<file path="src/rtl/sipo_pkg.sv">
// Shared types and defaults for the serial frame receiver.
// Latency: n/a (declarations only).
// Backpressure: n/a.
package sipo_pkg;

  localparam int DEF_DATA_W    = 8;
  localparam int DEF_PARITY_EN = 1;

  // Wide enough to count up to DATA_W-1 for the largest legal DATA_W (16).
  localparam int CNT_W = 4;

  typedef enum logic [1:0] {
    IDLE,
    DATA,
    PARITY,
    STOP
  } state_t;

endpackage

</file>
<file path="src/rtl/sipo_frame_rx_if.sv">
// Bus bundle between the serial receiver and its upstream line / downstream consumer.
// Latency: n/a (wires only).
// Backpressure: out_valid/out_ready handshake on the payload side.
// Signals: serial_in (line in), out_data/out_valid/out_ready (payload handshake),
//          frame_err/overrun (status pulses).
// master = receiver side, slave = line driver / consumer side.
interface sipo_frame_rx_if #(
  parameter int DATA_W = 8
);
  logic              serial_in;
  logic [DATA_W-1:0] out_data;
  logic              out_valid;
  logic              out_ready;
  logic              frame_err;
  logic              overrun;

  modport master (
    input  serial_in,
    input  out_ready,
    output out_data,
    output out_valid,
    output frame_err,
    output overrun
  );

  modport slave (
    output serial_in,
    output out_ready,
    input  out_data,
    input  out_valid,
    input  frame_err,
    input  overrun
  );
endinterface

</file>
<file path="src/rtl/sipo_shift_reg.sv">
// LSB-first serial-in parallel-out shift register with synchronous clear.
// Latency: one cycle per bit; q reflects the bit shifted on the previous edge.
// Backpressure: none; shifts whenever shift_en is high.
// Ports: clk, rst_n (async active-low), clr (sync clear, wins over shift),
//        shift_en, din (serial bit), q (parallel word).
module sipo_shift_reg #(
  parameter int W = 8
) (
  input  logic         clk,
  input  logic         rst_n,
  input  logic         clr,
  input  logic         shift_en,
  input  logic         din,
  output logic [W-1:0] q
);

  // New bits enter at the MSB and move down, so after W shifts the first
  // bit received sits in q[0].
  always_ff @(posedge clk or negedge rst_n) begin
    if (!rst_n) begin
      q <= '0;
    end else if (clr) begin
      q <= '0;
    end else if (shift_en) begin
      q <= {din, q[W-1:1]};
    end
  end

endmodule

</file>
<file path="src/rtl/sipo_frame_rx.sv">
// Serial frame receiver: start bit, DATA_W data bits LSB first, optional even parity, stop bit.
// Latency: payload valid on the stop-sampling edge (edge DATA_W+2+PARITY_EN from start edge).
// Backpressure: holds one frame; a good frame arriving while full and not consumed is dropped (overrun).
// Ports: clk, rst_n (async active-low), bus (master modport: serial_in, out_ready in;
//        out_data, out_valid, frame_err, overrun out).
module sipo_frame_rx
  import sipo_pkg::*;
#(
  parameter int DATA_W    = DEF_DATA_W,
  parameter int PARITY_EN = DEF_PARITY_EN
) (
  input  logic            clk,
  input  logic            rst_n,
  sipo_frame_rx_if.master bus
);

  localparam logic [CNT_W-1:0] LAST_BIT = CNT_W'(DATA_W - 1);

  state_t            state_q, state_d;
  logic [CNT_W-1:0]  cnt_q;
  logic [DATA_W-1:0] sr_q;
  logic              par_err_q;

  logic sr_clr, sr_shift, cnt_clr, cnt_inc, par_smp, stop_smp;
  logic frame_good, consume;

  sipo_shift_reg #(
    .W (DATA_W)
  ) u_shift (
    .clk      (clk),
    .rst_n    (rst_n),
    .clr      (sr_clr),
    .shift_en (sr_shift),
    .din      (bus.serial_in),
    .q        (sr_q)
  );

  // State register.
  always_ff @(posedge clk or negedge rst_n) begin
    if (!rst_n) begin
      state_q <= IDLE;
    end else begin
      state_q <= state_d;
    end
  end

  // Next-state and per-state control strobes.
  always_comb begin
    state_d  = state_q;
    sr_clr   = 1'b0;
    sr_shift = 1'b0;
    cnt_clr  = 1'b0;
    cnt_inc  = 1'b0;
    par_smp  = 1'b0;
    stop_smp = 1'b0;
    case (state_q)
      IDLE: begin
        if (!bus.serial_in) begin
          state_d = DATA;
          sr_clr  = 1'b1;
          cnt_clr = 1'b1;
        end
      end
      DATA: begin
        sr_shift = 1'b1;
        cnt_inc  = 1'b1;
        if (cnt_q == LAST_BIT) begin
          state_d = (PARITY_EN != 0) ? PARITY : STOP;
        end
      end
      PARITY: begin
        par_smp = 1'b1;
        state_d = STOP;
      end
      STOP: begin
        // Return straight to IDLE so a start bit on the next cycle is caught.
        stop_smp = 1'b1;
        state_d  = IDLE;
      end
      default: begin
        state_d = IDLE;
      end
    endcase
  end

  // Bit counter.
  always_ff @(posedge clk or negedge rst_n) begin
    if (!rst_n) begin
      cnt_q <= '0;
    end else if (cnt_clr) begin
      cnt_q <= '0;
    end else if (cnt_inc) begin
      cnt_q <= cnt_q + 1'b1;
    end
  end

  // Even parity: all data bits are in sr_q by the time PARITY samples, so the
  // error is simply the XOR of the whole word with the parity bit.
  always_ff @(posedge clk or negedge rst_n) begin
    if (!rst_n) begin
      par_err_q <= 1'b0;
    end else if (sr_clr) begin
      par_err_q <= 1'b0;
    end else if (par_smp) begin
      par_err_q <= (^sr_q) ^ bus.serial_in;
    end
  end

  assign frame_good = bus.serial_in & ~par_err_q;
  assign consume    = bus.out_valid & bus.out_ready;

  // Output holding register and status pulses. frame_err and overrun come
  // from disjoint branches of the stop-edge decision, so they never coincide.
  always_ff @(posedge clk or negedge rst_n) begin
    if (!rst_n) begin
      bus.out_data  <= '0;
      bus.out_valid <= 1'b0;
      bus.frame_err <= 1'b0;
      bus.overrun   <= 1'b0;
    end else begin
      bus.frame_err <= 1'b0;
      bus.overrun   <= 1'b0;
      if (stop_smp) begin
        if (frame_good) begin
          if (!bus.out_valid || consume) begin
            // Slot is free or being freed this edge: take the new frame.
            bus.out_data  <= sr_q;
            bus.out_valid <= 1'b1;
          end else begin
            bus.overrun <= 1'b1;
          end
        end else begin
          bus.frame_err <= 1'b1;
          if (consume) begin
            bus.out_valid <= 1'b0;
          end
        end
      end else if (consume) begin
        bus.out_valid <= 1'b0;
      end
    end
  end

endmodule

</file>
<file path="src/flat_wrapper.sv">
// flat-port wrapper written by rule: the top's interface ports become plain ports
module sipo_frame_rx_flat import sipo_pkg::*;
#(
  parameter int DATA_W    = DEF_DATA_W,
  parameter int PARITY_EN = DEF_PARITY_EN
)
  (clk, rst_n, bus_serial_in, bus_out_ready, bus_out_data, bus_out_valid, bus_frame_err, bus_overrun);
  sipo_frame_rx_if #(.DATA_W(DATA_W)) bus_i ();
  input  logic clk;
  input  logic rst_n;
  input wire logic [$bits(bus_i.serial_in)-1:0] bus_serial_in;
  input wire logic [$bits(bus_i.out_ready)-1:0] bus_out_ready;
  output wire logic [$bits(bus_i.out_data)-1:0] bus_out_data;
  output wire logic [$bits(bus_i.out_valid)-1:0] bus_out_valid;
  output wire logic [$bits(bus_i.frame_err)-1:0] bus_frame_err;
  output wire logic [$bits(bus_i.overrun)-1:0] bus_overrun;
  assign bus_i.serial_in = bus_serial_in;
  assign bus_i.out_ready = bus_out_ready;
  assign bus_out_data = bus_i.out_data;
  assign bus_out_valid = bus_i.out_valid;
  assign bus_frame_err = bus_i.frame_err;
  assign bus_overrun = bus_i.overrun;
  sipo_frame_rx #(.DATA_W(DATA_W), .PARITY_EN(PARITY_EN)) u_core (.clk(clk), .rst_n(rst_n), .bus(bus_i));
endmodule
</file>
<file path="config.mk">
export PLATFORM = sky130hd
export DESIGN_NAME = sipo_frame_rx_flat
export DESIGN_NICKNAME = d
export VERILOG_FILES = /design/src/rtl/sipo_pkg.sv /design/src/rtl/sipo_frame_rx_if.sv /design/src/rtl/sipo_shift_reg.sv /design/src/rtl/sipo_frame_rx.sv /design/src/flat_wrapper.sv
export SDC_FILE = /design/constraint.sdc
export NUM_CORES = 1
export LEC_CHECK = 0
export BUFFER_PORTS_ARGS = -buffer_cell sky130_fd_sc_hd__clkbuf_2
export CORE_MARGIN = 8
export CORE_UTILIZATION = 40
export CTS_BUF_LIST = sky130_fd_sc_hd__clkbuf_8
export DETAILED_ROUTE_END_ITERATION = 10
export HOLD_SLACK_MARGIN = 0.12
export PLACE_DENSITY_LB_ADDON = 0.2
export SLEW_MARGIN = 20
export SYNTH_ARGS = -nofsm -noshare
export SYNTH_HDL_FRONTEND = slang
export SYNTH_HIERARCHICAL = 1
export SYNTH_SLANG_ARGS = --single-unit
</file>
<file path="constraint.sdc">
create_clock -name clk -period 1.8 [get_ports clk]
set_input_delay 0.18 -clock clk [delete_from_list [all_inputs] [get_ports clk]]
set_output_delay 0.18 -clock clk [all_outputs]
set_load 0.05 [all_outputs]
</file>
# After elaboration in Yosys (flattened, before gate mapping)
# Index checks and enable logic that the tools add are counted.
# W data, S select, Z words.
word_totals:
  regBits: 26
op_classes:
  bitwise_logic: 4
  reduce_logical: 8
  n_addsub: 1
  mux: 23
  eq_ne: 7
op_table:
  columns: ["cell", "n"]
  rows:
  - ["$mux W1", 16]
  - ["$mux W8", 2]
  - ["$mux W4", 2]
  - ["$pmux W2 S4", 1]
  - ["$reduce_xor A8 Y1", 1]
  - ["$add A4 B1 Y4 const B", 1]
  - ["$eq A2 B2 Y1 const B", 2]
  - ["$eq A4 B3 Y1 const B", 1]
  - ["$mux W2", 2]
  - ["$reduce_bool A2 Y1", 2]
  - ["$ne A3 B3 Y1 const B", 1]
  - ["$reduce_and A3 Y1", 1]
  - ["$and A1 B1 Y1", 2]
  - ["$eq A2 B1 Y1 const B", 1]
  - ["$logic_not A2 Y1", 1]
  - ["$ne A2 B1 Y1 const B", 1]
  - ["$ne A2 B2 Y1 const B", 1]
  - ["$reduce_and A2 Y1", 1]
  - ["$logic_not A1 Y1", 1]
  - ["$logic_or A1 B1 Y1", 1]
  - ["$not A1 Y1", 1]
  - ["$xor A1 B1 Y1", 1]

# Logic depth before layout (Yosys ltp)
depth:
  ltp_word: 5
  mapped_depth: 6
  ltp_nobuf: 5

# Hierarchy
# The synthesis kept the hierarchy.
modules_own_cells:
  columns: ["mod", "area_each_um2", "n_inst", "cells_per_inst"]
  rows:
  - ["sipo_frame_rx", 865.8, 1, 71]
  - ["sipo_shift_reg", 325.3, 1, 26]

# Worst setup path after synthesis
# No wires, ideal clock.
synth_path:
  kind: "reg2reg"
  from: "register u_core.bus.out_valid"
  to: "register u_core.bus.out_data[1]"
  setup_slack_ps: 313
  path_buffers: 1
  synth_period_minus_slack_ps: 1487
  stages_incl_launch_ff: 5
  t_arrival_ps: 1362
  path_cell_list: "dfrtp_1 > nand2b_1 > nor2b_1 > buf_2 > mux2_2"
synth_via:
  elab_chain_cells: 3
  word_cells_on_any_way: 4
  cone_classes: "1 x bitwise; 3 x reduce/logical"
synth_rtl:
  columns: ["item", "line", "text"]
  rows:
  - ["from (decl)", "sipo_frame_rx_if.sv:21", "output out_valid,"]
  - ["from (signal assigned)", "sipo_frame_rx.sv:117", "bus.out_valid <= 1'b0;"]
  - ["from (signal assigned)", "sipo_frame_rx.sv:128", "bus.out_valid <= 1'b1;"]
  - ["from (signal assigned)", "sipo_frame_rx.sv:135", "bus.out_valid <= 1'b0;"]
  - ["$and A1 B1 Y1 or $logic_not A1 Y1 (tied branches)", "sipo_frame_rx.sv:110, sipo_frame_rx.sv:125", null]
  - ["$logic_or A1 B1 Y1 (*)", "sipo_frame_rx.sv:125", "if (!bus.out_valid || consume) begin"]
  - ["$reduce_and A3 Y1 (no line) (*)", null, null]
  - ["to (signal assigned)", "sipo_frame_rx.sv:127", "bus.out_data <= sr_q;"]
  - ["to (decl)", "sipo_frame_rx_if.sv:20", "output out_data,"]
# Every way passes the cells marked *; elsewhere a longest branch is shown, timed or not.
# A chain may end at the register's enable or synchronous reset.

# Final worst setup path
layout_path:
  from: "register u_core.state_q[1]"
  to: "register u_core.u_shift.q[5]"
layout_via:
  elab_chain_cells: 3
  word_cells_on_any_way: 6
  cone_classes: "1 x eq/ne; 3 x mux; 2 x reduce/logical"
layout_rtl:
  columns: ["item", "line", "text"]
  rows:
  - ["from (decl)", "sipo_frame_rx.sv:19", "state_t state_q, state_d;"]
  - ["from (signal assigned)", "sipo_frame_rx.sv:43", "state_q <= state_d;"]
  - ["$eq A2 B1 Y1", null, null]
  - ["$mux W1", null, null]
  - ["named net u_core.cnt_inc", "sipo_frame_rx.sv:24", "logic sr_clr, sr_shift, cnt_clr, cnt_inc, par_smp, stop_smp;"]
  - ["$reduce_bool A2 Y1 (no line)", null, null]
  - ["to (signal assigned)", "sipo_shift_reg.sv:25", "q <= {din, q[W-1:1]};"]
  - ["to (decl)", "sipo_shift_reg.sv:14", "output logic [W-1:0] q"]
# The timed path passes the listed nets, and every way through them passes these cells.

==> impl_metrics.env <==
export IMPL_whs_ns=0.194
export IMPL_fp_dieArea_um2=4980
export IMPL_cp_data_required_time_ns=1.96
export IMPL_powerDensity_nw_per_um2=1830
export IMPL_async_reset_ff_share_pct=100
export IMPL_portBuffers=14
export IMPL_synth_fp_nets=107
export IMPL_drtIter0Drc=15
export IMPL_crit_arrival_ns=1.66
export IMPL_finalHoldViolations=0
export IMPL_drtPass1Iterations=4
export IMPL_syn_inst=97
export IMPL_cts_tree="yes"
export IMPL_dr_max_layer_used="met4"
export IMPL_slew_limit_headroom_pct=57.4
export IMPL_synth_flop_cell="dfrtp_1"
export IMPL_setup_viol=0
export IMPL_cts_root_buffer="clkbuf_8"
export IMPL_slowest_delay_ns=0.40
export IMPL_ys_seq_area_share_pct=54.6
export IMPL_clk_pin_slew_ns=0.08
export IMPL_met1Wirelength_um=919
export IMPL_status="complete, no violations"
export IMPL_worst_slack_ns=0.296
export IMPL_io_pins=15
export IMPL_synth_edf_count=0
export IMPL_dp_cells=144
export IMPL_p_leak_nw=0.689
export IMPL_worst_setup_path_start_kind="flop"
export IMPL_grt_pass1_wl_um=3440
export IMPL_slowest_stage="dfrtp_1"
export IMPL_synth_cell_types=25
export IMPL_die_x_um=70.6
export IMPL_ir_worst_vdd_v=0.000859
export IMPL_synth_area_leaders="dfrtp_1 (55%), mux2i_1 (7.6%), ha_1 (6.3%), xnor2_1 (5.1%), nor2_1 (4.4%)"
export IMPL_whs_path_depth=3
export IMPL_final_max_slew_viol_count=0
export IMPL_rr_worst_depth=5
export IMPL_power_mw=2.49
export IMPL_cts_setup_buffers=0
export IMPL_place_hpwl_um=1400
export IMPL_hold_end="u_core/bus.overrun"
export IMPL_drc=0
export IMPL_wl_per_cell_um=13.1
export IMPL_yosys_top_cells_count="dfrtp_1 (26), nor2_1 (14), mux2i_1 (9), xnor2_1 (7), ha_1 (6)"
export IMPL_hold_start="bus_out_ready"
export IMPL_maxCapViolCount=0
export IMPL_die_height_um=70.6
export IMPL_num_rows=20
export IMPL_criticalPathCategory="reg -> reg"
export IMPL_place_gp_congestion=0.739
export IMPL_hp_class="in -> reg"
export IMPL_ys_ff_latch=26
export IMPL_cts_buffers=3
export IMPL_grt_usage_pct=8.72
export IMPL_cts_sinks=26
export IMPL_rsz0062_at_grt="false"
export IMPL_insertedDiodeCount=0
export IMPL_yosysMostFrequentCell="dfrtp_1"
export IMPL_crit_path_max_fanout=8
export IMPL_initial_core_util_pct=40.3
export IMPL_route_antenna_remaining_nets=0
export IMPL_worst_slew_pin_slew_ns=0.639
export IMPL_syn_area_um2=1190
export IMPL_end_kind="flop"
export IMPL_netlist_area_leader_share_pct=54.6
export IMPL_htree_levels=1
export IMPL_fin_crit_ns=1.50
export IMPL_viasPerCell=4.86
export IMPL_clk_latency_ns=0.26
export IMPL_vias=720
export IMPL_grt_overflow=0
export IMPL_antenna_found_initial=0
export IMPL_tns_ns=0
export IMPL_worst_r2r_endpoint="u_core/u_shift/q[5]"
export IMPL_pre_cts_ws_ns=0.305
export IMPL_syn_area_per_cell_um2=12.3
export IMPL_syn_to_final_growth_pct=14.2
export IMPL_reg2reg_from="u_core/state_q[1]"
export IMPL_path_cells="inv_1 > ha_1 > buf_4 > mux2i_1 > nor2_1"
export IMPL_design_core_area_um2=2950
export IMPL_fin_worst_skew_ns=0.00322
export IMPL_grt_max_degree=27
export IMPL_drive_above_1_share_pct=23.5
export IMPL_fin_nets=127
export IMPL_yosys_warnings=6
export IMPL_r2r_slack_ns=0.30
export IMPL_synth_area_leader_cell="dfrtp_1"
export IMPL_wl_met3_um=120
export IMPL_finalCritPeriodShare_pct=83.5
export IMPL_fmax_ghz=0.665
export IMPL_first_global_vias=741
export IMPL_wl_um=1950
export IMPL_wl_met2_um=883
export IMPL_clock_path_buffers=2
export IMPL_layout_cells_non_filler=148
==> layer usage <==
layer / GRT usage [%] / vias to the layer above
li1: - / 356
met1: 10.3 / 350
met2: 13.2 / 12
met3: 3.95 / 2
met4: 4.16 / 0
met5: 0 / -
==> cells in the final DEF (no fill, tap or decap), drive strengths merged <==
master       netlist  routed
nor3b              1       1
a21boi             1       1
ha                 6       6
nor2b              2       2
mux2i              9       9
nand3b             1       1
o21ai              3       3
inv                3       3
clkbuf             1      17
nand2b             1       1
and3               1       1
nor4               1       1
dfrtp             26      26
xnor2              7       7
a22oi              1       1
xor2               3       3
nand2              3       3
nand4              1       1
mux2               8       8
nor2              14      14
nand3              1       1
dlygate4sd3        0       1
buf                3       4
==> cell type report <==
class	instances	area [um2]
clock buffer	3	41.3
sequential	26	651
multi-input combinational	64	505
fill	287	1590
tap	33	41.3
inverter	3	11.3
timing repair buffer	19	110
==> registers in the layout, summed over array words and instances (netlist names) <==
name	count
u_core/bus.out_data	8
u_core/u_shift/q	8
u_core/cnt_q	4
u_core/state_q	2
u_core/bus.frame_err	1
u_core/bus.out_valid	1
u_core/bus.overrun	1
u_core/par_err_q	1
==> cells by family (layout without fill, tap and decap cells) <==
kind of cell	after synthesis	in the layout	synth area share, %
and+or+nand+nor	26	26	11.1
adders and majority gates	6	6	6.30
xor gates and xnor gates	10	10	7.35
DFF	26	26	54.6
AOI/OAI and AO/OA	5	5	2.52
buffers and inverters	7	25	2.94
muxes	17	17	15.1
==> metrics by stage <==
stage               utilization [%]  area (um2)
floorplan                         -        1190
global placement               44.3        1310
detailed placement             44.3        1310
CTS                            46.1        1360
global route                   46.1        1360
finish                         46.1        1360
==> critical path: cells and delay by family, from the launching register on <==
kind,cells,cell delay (ns)
adder cells (fa/ha/maj),1,0.39
AND/OR/NAND/NOR,1,0.06
multiplexers,1,0.19
buffers and inverters,2,0.36
flip-flops,1,0.40
==> report_power, final <==
part           total (mW)  switching, mW  leakage (nW)  internal, mW
sequential          0.957          0.161         0.349         0.796
combinational        1.22          0.738         0.319         0.479
clock               0.312          0.163        0.0216         0.150
total                2.49           1.06         0.689          1.42
==> worst max-delay path by stage <==
stage	startpoint	to	slack, ns	depth (start not counted)
global placement	u_core/state_q[1]	u_core/u_shift/q[2]	0.32	5
CTS	u_core/state_q[1]	u_core/u_shift/q[6]	0.29	5
detailed placement	u_core/state_q[1]	u_core/u_shift/q[6]	0.30	5
floorplan	u_core/bus.out_valid	u_core/bus.out_data[1]	0.31	4
global route	u_core/state_q[1]	u_core/u_shift/q[4]	0.17	5
finish	u_core/state_q[1]	u_core/u_shift/q[5]	0.30	5
==> timing repair <==
| action | CTS | global route |
|---|---|---|
| hold buffers | 1 | 0 |
| resized for setup | 0 | 0 |
| endpoints found under the hold margin | 26 | 0 |
(Power assumes the default switching activity.)
